`config.mk`:
```
export PLATFORM = sky130hd
export DESIGN_NAME = seg_scan_display_flat
export DESIGN_NICKNAME = d
export VERILOG_FILES = /design/src/rtl/seg_scan_display_if.sv /design/src/rtl/seg_scan_display.sv /design/src/flat_wrapper.sv
export SDC_FILE = /design/constraint.sdc
export NUM_CORES = 1
export LEC_CHECK = 0
export ABC_AREA = 1
export CAP_MARGIN = 30
export CORE_AREA = 2 2 109 111
export CTS_BUF_LIST = sky130_fd_sc_hd__clkbuf_2 sky130_fd_sc_hd__clkbuf_4 sky130_fd_sc_hd__clkbuf_8
export DETAILED_ROUTE_END_ITERATION = 16
export DIE_AREA = 0 0 111 113
export GPL_ROUTABILITY_DRIVEN = 0
export GPL_TIMING_DRIVEN = 0
export HOLD_SLACK_MARGIN = 0.1
export PLACE_DENSITY_LB_ADDON = 0.3
export SYNTH_ARGS = -nofsm -noshare
export SYNTH_HDL_FRONTEND = slang
export SYNTH_SLANG_ARGS = --single-unit
```
`constraint.sdc`:
```
create_clock -name clk -period 2.56 [get_ports clk]
set_input_delay 0.256 -clock clk [delete_from_list [all_inputs] [get_ports clk]]
set_output_delay 0.256 -clock clk [all_outputs]
set_load 0.02 [all_outputs]
```
`src/rtl/seg_scan_display_if.sv`:
```
// seg_scan_display_if: load/blank inputs and scan outputs of the seven-segment scan driver.
interface seg_scan_display_if #(
  parameter int DIGITS = 4
);
  logic [4*DIGITS-1:0] value;
  logic [DIGITS-1:0]   dp;
  logic                load;
  logic                blank;
  logic                pending;
  logic                frame_tick;
  logic [DIGITS+7:0]   bcd7;
  modport master (output value, dp, load, blank, input pending, frame_tick, bcd7);
  modport slave (input value, dp, load, blank, output pending, frame_tick, bcd7);
endinterface

```
`src/rtl/seg_scan_display.sv`:
```
// seg_scan_display: multi-digit seven-segment scan driver with frame-aligned value commit.
// Define SEG_SCAN_LZB_EN to enable leading-zero blanking.
module seg_scan_display #(
  parameter int DIGITS         = 4,
  parameter int SCAN_DIV       = 50000,
  parameter bit AN_ACTIVE_LOW  = 1'b1,
  parameter bit SEG_ACTIVE_LOW = 1'b1
) (
  input  logic               clk,
  input  logic               rst_n,
  seg_scan_display_if.slave  bus
);
  localparam int PW = $clog2(SCAN_DIV);
  localparam int IW = DIGITS > 1 ? $clog2(DIGITS) : 1;
  localparam logic [15:0][6:0] SEG_LUT = {
    7'h71, 7'h79, 7'h5E, 7'h39, 7'h7C, 7'h77, 7'h6F, 7'h7F,
    7'h07, 7'h7D, 7'h6D, 7'h66, 7'h4F, 7'h5B, 7'h06, 7'h3F
  };
  logic [PW-1:0]          presc_q, presc_d;
  logic [IW-1:0]          idx_q, idx_d;
  logic [DIGITS-1:0][3:0] shown_q, shown_d, pend_q, pend_d;
  logic [DIGITS-1:0]      shown_dp_q, shown_dp_d, pend_dp_q, pend_dp_d;
  logic [DIGITS-1:0]      an_q, an_d, lzb;
  logic [6:0]             seg_q, seg_d;
  logic                   dp_q, dp_d, pending_q, pending_d, tc, wrap;
`ifdef SEG_SCAN_LZB_EN
  logic lead;
  // A digit is blanked while every nibble and dp from it upwards is zero; digit 0 always lit.
  always_comb begin
    lzb  = '0;
    lead = 1'b1;
    for (int k = DIGITS - 1; k > 0; k--) begin
      lead   = lead && shown_q[k] == 4'h0 && !shown_dp_q[k];
      lzb[k] = lead;
    end
  end
`else
  assign lzb = '0;
`endif
  always_comb begin
    tc         = presc_q == PW'(SCAN_DIV - 1);
    wrap       = tc && idx_q == IW'(DIGITS - 1);
    presc_d    = tc ? '0 : presc_q + 1'b1;
    idx_d      = wrap ? '0 : idx_q + IW'(tc);
    pending_d  = bus.load || (pending_q && !wrap);
    pend_d     = bus.load ? bus.value : pend_q;
    pend_dp_d  = bus.load ? bus.dp : pend_dp_q;
    shown_d    = wrap && pending_q ? pend_q : shown_q;
    shown_dp_d = wrap && pending_q ? pend_dp_q : shown_dp_q;
    an_d       = bus.blank || lzb[idx_q] ? '0 : DIGITS'(1) << idx_q;
    seg_d      = SEG_LUT[shown_q[idx_q]];
    dp_d       = shown_dp_q[idx_q];
  end
  always_ff @(posedge clk or negedge rst_n)
    if (!rst_n) begin
      presc_q    <= '0;
      idx_q      <= '0;
      shown_q    <= '0;
      shown_dp_q <= '0;
      pend_q     <= '0;
      pend_dp_q  <= '0;
      pending_q  <= 1'b0;
      an_q       <= '0;
      seg_q      <= '0;
      dp_q       <= 1'b0;
    end else begin
      presc_q    <= presc_d;
      idx_q      <= idx_d;
      shown_q    <= shown_d;
      shown_dp_q <= shown_dp_d;
      pend_q     <= pend_d;
      pend_dp_q  <= pend_dp_d;
      pending_q  <= pending_d;
      an_q       <= an_d;
      seg_q      <= seg_d;
      dp_q       <= dp_d;
    end
  assign bus.pending    = pending_q;
  assign bus.frame_tick = wrap;
  assign bus.bcd7       = {AN_ACTIVE_LOW ? ~an_q : an_q,
                           SEG_ACTIVE_LOW ? ~{dp_q, seg_q} : {dp_q, seg_q}};
endmodule

```
`src/flat_wrapper.sv`:
```
// flat-port wrapper written by rule: the top's interface ports become plain ports
module seg_scan_display_flat 
#(
  parameter int DIGITS         = 4,
  parameter int SCAN_DIV       = 50000,
  parameter bit AN_ACTIVE_LOW  = 1'b1,
  parameter bit SEG_ACTIVE_LOW = 1'b1
)
  (clk, rst_n, bus_value, bus_dp, bus_load, bus_blank, bus_pending, bus_frame_tick, bus_bcd7);
  seg_scan_display_if #(.DIGITS(DIGITS)) bus_i ();
  input  logic clk;
  input  logic rst_n;
  input wire logic [$bits(bus_i.value)-1:0] bus_value;
  input wire logic [$bits(bus_i.dp)-1:0] bus_dp;
  input wire logic [$bits(bus_i.load)-1:0] bus_load;
  input wire logic [$bits(bus_i.blank)-1:0] bus_blank;
  output wire logic [$bits(bus_i.pending)-1:0] bus_pending;
  output wire logic [$bits(bus_i.frame_tick)-1:0] bus_frame_tick;
  output wire logic [$bits(bus_i.bcd7)-1:0] bus_bcd7;
  assign bus_i.value = bus_value;
  assign bus_i.dp = bus_dp;
  assign bus_i.load = bus_load;
  assign bus_i.blank = bus_blank;
  assign bus_pending = bus_i.pending;
  assign bus_frame_tick = bus_i.frame_tick;
  assign bus_bcd7 = bus_i.bcd7;
  seg_scan_display #(.DIGITS(DIGITS), .SCAN_DIV(SCAN_DIV), .AN_ACTIVE_LOW(AN_ACTIVE_LOW), .SEG_ACTIVE_LOW(SEG_ACTIVE_LOW)) u_core (.clk(clk), .rst_n(rst_n), .bus(bus_i));
endmodule
```
-- Yosys cells after proc, flatten, opt, wreduce, memory -nomap -nowiden
Memory sizes are Yosys's and may differ from the RTL's. A register that Yosys moved wholly into a read port is not among the register bits.
Cells that the tools add are included.
- register bits: 64
- input port bits: 24
- output and inout port bits: 14
- ROM bits: 112
- logic and storage cells: 40
- memories kept: 1
- memories (memory ; depth ; bits a word ; read ports ; clocked after memory_dff ; wr ports ; line ; RTL):
    (name not given) ; 16 ; 7 ; 1 ; 1 ; 0 ; seg_scan_display.sv:51 ; seg_d = SEG_LUT[shown_q[idx_q]];
- reduce and logical (&&, ||, !) cells: 7
- bitwise gates (word level): 2
- shift operators: 1
- add/sub/neg operators: 2
- muxes and demuxes: 9
- order comparisons: 1
- equal/unequal tests: 2
- operator list (cell ; count):
    adder 16 x 1 -> 16 bit (second input constant) ; 1
    equality test 16 bit (second input constant) ; 1
    2-to-1 mux 16 bit ; 1
    binary-select mux 4 bit (select 2 bit) ; 1
    2-to-1 mux 4 bit ; 2
    inverter 8 bit ; 1
    binary-select mux 1 bit (select 2 bit) ; 2
    inverter 4 bit ; 1
    left shift 1 x 2 -> 4 bit (first input constant) ; 1
    logical AND 1 bit ; 3
    less-than comparator 2 x 3 -> 1 bit (second input constant) ; 1
    adder 2 x 1 -> 2 bit ; 1
    equality test 2 bit (second input constant) ; 1
    logical NOT 1 bit ; 2
    logical OR 1 bit ; 2
    2-to-1 mux 1 bit ; 2
    2-to-1 mux 2 bit ; 1

-- Longest topological paths before layout
- depth after elaboration: 5
- gate-level depth with buffers: 13
- depth with buffers taken out: 12

-- Least setup slack after synthesis
OpenSTA, ideal clock, no wires.
- path kind: register to register
- start point: register u_core.idx_q[0]
- end point: register u_core.seg_q[3]
- required time: 2.444 ns
- arrival time: 1.684 ns
- path buffers: 1
- setup time: 0.116 ns
- stages on the path, launching flop included: 11
- clock period less this slack: 1.800 ns
- setup slack: 0.760 ns
- cell sequence: dfrtp_1 > buf_4 > inv_2 > nor2_1 > a22o_1 > nor3_1 > ha_1 > nand3_1 > nand2_1 > nand2_1 > nand2_1
- longest elaborated chain between the ends: 2
- ends and longest elaborated chain (what ; line ; RTL):
    start, declared ; seg_scan_display.sv:20 ; logic [IW-1:0] idx_q, idx_d;
    start signal, assigned ; seg_scan_display.sv:68 ; idx_q <= idx_d;
    binary-select mux 4 bit (select 2 bit) ; seg_scan_display.sv:51 ;
    2-to-1 mux 4 bit (not written as such) ; seg_scan_display.sv:51 ;
    end, declared ; seg_scan_display.sv:24 ; logic [6:0] seg_q, seg_d;
Every way passes these cells. The select of a mux whose other input is x is not followed.
A chain may end at the register's enable or synchronous reset.

-- Worst setup path in the final report
Same ends and word-level chain as after synthesis.

==> run_results.csv <==
group,metric,value,unit
final_layout,antenna-diode-count,0,
drt,detail-route-antenna-nets,0,
synthesis,synthesis.yosys.warnings,0,
global_route,global_route.overflow_total,0,
placed_design,placed_cells_incl_taps,624,
final_layout,layout.cell_area.non_filler,4390,µm²
clock_tree,cts_max_level,3,
synthesis,yosys.cell_count.top_type,"sky130_fd_sc_hd__nand2_1",
timing,worst_slew_pin_slew,0.889,ns
outcome,run_status,"finished clean",
clock_tree,clkSinkCount,71,
synthesis,largest_area_contributor_in_the_synthesized_netlist,"sky130_fd_sc_hd__dfrtp_1",
timing,grt_setup_unrepaired,"false",
clock_tree,cts_tree,"done",
floorplan,start_util,0.315,
setup_path,reg2regPathDepth,10,
pwr,totalPowerFinal,2.45,mW
setup_path,cp_max_fo,9,
setup_path,cp-endpoint,"u_core.seg_q[3]",
setup_path,critPathArrivalTime,2.27,ns
final_layout,regArea,1780,µm²
placed_design,place_ws,0.267,ns
synthesis,post_synth_top_cells,"180 x sky130_fd_sc_hd__nand2_1, 71 x sky130_fd_sc_hd__dfrtp_1, 46 x sky130_fd_sc_hd__inv_1, 30 x sky130_fd_sc_hd__nor2_1, 22 x sky130_fd_sc_hd__nand4_1",
setup_path,timing.rr.start,"u_core.idx_q[0]",
timing,hold_slack,0.441,ns
setup_path,crit_type,"flip-flop to flip-flop",
setup_path,cp-end-kind,"flip-flop",
drt,wl,7.14,mm
drt,detailroute.via_count,2767,
pwr,maximum_ir_drop_on_the_vdd_rail,0.298,mV
setup_path,worst-r2r-setup-slack,0.53,ns
floorplan,fp.dieW,111,µm
final_layout,final_net_count,527,
setup_path,max_stage_delay,0.39,ns
placed_design,dpl-instance-area,4100,µm²
timing,final-setup-viol-count,0,
synthesis,async_reset_ff_frac,1.00,
synthesis,synth_top_cell_area_share,0.500,
timing,fin_crit,2.03,ns
synthesis,synth_edf_count,0,
global_route,grt_pass1_wl,12.5,mm
floorplan,design.die.area,12500,µm²
floorplan,num_rows,39,
final_layout,area_growth_syn_to_layout,23.5,%
worst_hold_path,timing.hold.worst.class,"primary input to flip-flop",
setup_path,start_kind,"flip-flop",
timing,timing.setup.tns,0,ns
clock_tree,tritoncts.num_buffers,9,
setup_path,crit_path_cell_trace,"buf_4 > inv_2 > nor2_1 > a22o_1 > nor3_1 > ha_1 > nand3_1 > nand2_1 > nand2_1 > nand2_1",
drt,drt-pass1-iter-count,4,
clock_tree,insertion_delay,0.35,ns
synthesis,share_of_the_yosys_chip_area_belonging_to_registers,0.500,
setup_path,crit_path_launch,"u_core.idx_q[0]",
setup_path,critical_path.slowest_cell,"sky130_fd_sc_hd__dfrtp_1",
drt,number_of_vias_per_cell,4.31,
final_layout,number_of_fillers_in_the_final_layout,1182,
synthesis,postSynthNetCount,477,
setup_path,cpMostUsedCell,"sky130_fd_sc_hd__nand2_1",
setup_path,worst_ep_required_time,2.80,ns
floorplan,number_of_placed_i_o_pins,38,
synthesis,synth.area.top_cells,"sky130_fd_sc_hd__dfrtp_1 50%, sky130_fd_sc_hd__nand2_1 19%, sky130_fd_sc_hd__inv_1 4.9%",
drt,detail_route.iter0.violations,112,
pwr,power.static_leakage,2.27,nW
timing,fin_crit_sh,0.793,
final_layout,post_route_utilization,0.389,
setup_path,cp.buffers_inverters,2,
floorplan,chipHeight,113,µm
placed_design,port_buffers,37,
pwr,power_per_cell_area,557,nW/µm²
timing,worst_slew_margin_rel,0.407,
drt,post_route_drc,0,
placed_design,dpl_wire_length,5.29,mm
timing,timing.fmax,0.492,GHz
setup_path,path_depth,10,
synthesis,ys_seq_elements,71,
final_layout,share_of_final_layout_standard_cells_stronger_than_drive_strength_1,0.116,
synthesis,ys_dominant_reg_cell,"sky130_fd_sc_hd__dfrtp_1",
global_route,pin_count_of_the_biggest_net_entering_global_routing,72,
setup_path,critical_path.top_delay_family,"simple AND/OR/NAND/NOR gates",
setup_path,reg_to_reg_end,"u_core.seg_q[3]",
clock_tree,cts.path.max_buffers,2,
timing,hold_violations,0,
synthesis,syn_avg_cell_area,8.00,µm²
floorplan,core_region_area,11300,µm²
global_route,gr-usage-all-layers,0.122,
synthesis,synth_cell_types,27,
global_route,antenna_found_initial,0,
clock_tree,clk_transition_reported_paths,0.08,ns
global_route,grt_pass1_vias,2768,
final_layout,finalNonFillerCells,642,
synthesis,post_synthesis_cell_area,3550,µm²
worst_hold_path,worstHoldPathCells,3,
timing,setup_ws,0.529,ns
drt,routedWlPerCell,11.1,µm
clock_tree,clk_root_buffer_cell,"sky130_fd_sc_hd__clkbuf_8",
timing,fin_skew,0.00979,ns
timing,slew_viol_final,0,
synthesis,synth_cells,444,
run,timing.max_cap.violations,0,
final_layout,area_taken_by_multi_input_logic_gates,1470,µm²
## layout make-up
| class | count | area share |
|---|---|---|
| Tap cell | 143 | 0.0408 |
| Buffer | 14 | 0.0245 |
| Multi-Input combinational cell | 305 | 0.334 |
| Clock inverter | 7 | 0.0331 |
| Inverter | 54 | 0.0462 |
| Sequential cell | 71 | 0.405 |
| Clock buffer | 9 | 0.0282 |
| Timing Repair Buffer | 39 | 0.0884 |
## kinds of logic after synthesis
kind of cell / Yosys count / share of synthesized area
adder cells (fa/ha/maj): 9 / 0.0317
AO/OA/AOI/OAI: 10 / 0.0169
XOR/XNOR: 8 / 0.0197
AND/OR/NAND/NOR: 278 / 0.344
flip-flops: 71 / 0.500
buffers and inverters: 68 / 0.0874
## cell usage in the layout, fill, tap and decap left out, drive strengths merged
cell type and instances:
nand2b 1, a21oi 3, nand4 23, ha 9
clkbuf 13, nand2 185, bufinv 4, clkinv 2
a22o 1, clkinvlp 1, a22oi 1, dlymetal6s2s 1
dfrtp 71, clkdlybuf4s50 35, nand3b 2, nor3 6
o21ai 5, buf 12, nand3 18, inv 54
xor2 8, nor2 43, dlygate4sd3 1
## worst reg2reg max path, delay by kind of cell (launching register included)
| kind | cells | cell delay [ns] |
|---|---|---|
| flip-flops | 1 | 0.39 |
| AO/OA/AOI/OAI | 1 | 0.20 |
| adder cells (fa/ha/maj) | 1 | 0.32 |
| buffers and inverters | 2 | 0.30 |
| AND/OR/NAND/NOR | 6 | 0.72 |
## per-layer routing
metal  global-route usage  vias up  routed length, µm
li1                     -     1468                  -
met1                0.161     1245               3460
met2                0.197       48               3350
met3               0.0295        6                242
met4               0.0475        0                 90
met5                    0        -                  0
## worst min path at each step
stage                                 start                   to
after detailed placement              rst_n    u_core.pend_q[10]
after global placement    u_core.presc_q[0]    u_core.presc_q[0]
final                             bus_dp[3]  u_core.pend_dp_q[3]
after floorplan                       rst_n       u_core.an_q[0]
after global routing           bus_value[0]     u_core.pend_q[0]
after CTS                         bus_dp[3]  u_core.pend_dp_q[3]
## where the power goes
part	switching, mW	internal, mW
Combinational	0.0514	0.0464
Clock	0.432	0.749
Sequential	0.0172	1.15
## registers in the layout (all words and copies together) (netlist names)
signal / cells
u_core.shown_q: 16
u_core.dp_q: 1
u_core.bus.pending: 1
u_core.an_q: 4
u_core.pend_q: 16
u_core.presc_q: 16
u_core.idx_q: 2
u_core.pend_dp_q: 4
u_core.shown_dp_q: 4
u_core.seg_q: 7
## timing repair
action                     CTS  global route
setup buffers                1             0
setup endpoints to repair    1             1
resized for setup            0             1
pin swaps                    1             0
hold endpoints to repair    71             0
cloned                       0             0
hold buffers                 1             0
Power figures use the tool's default switching activity.
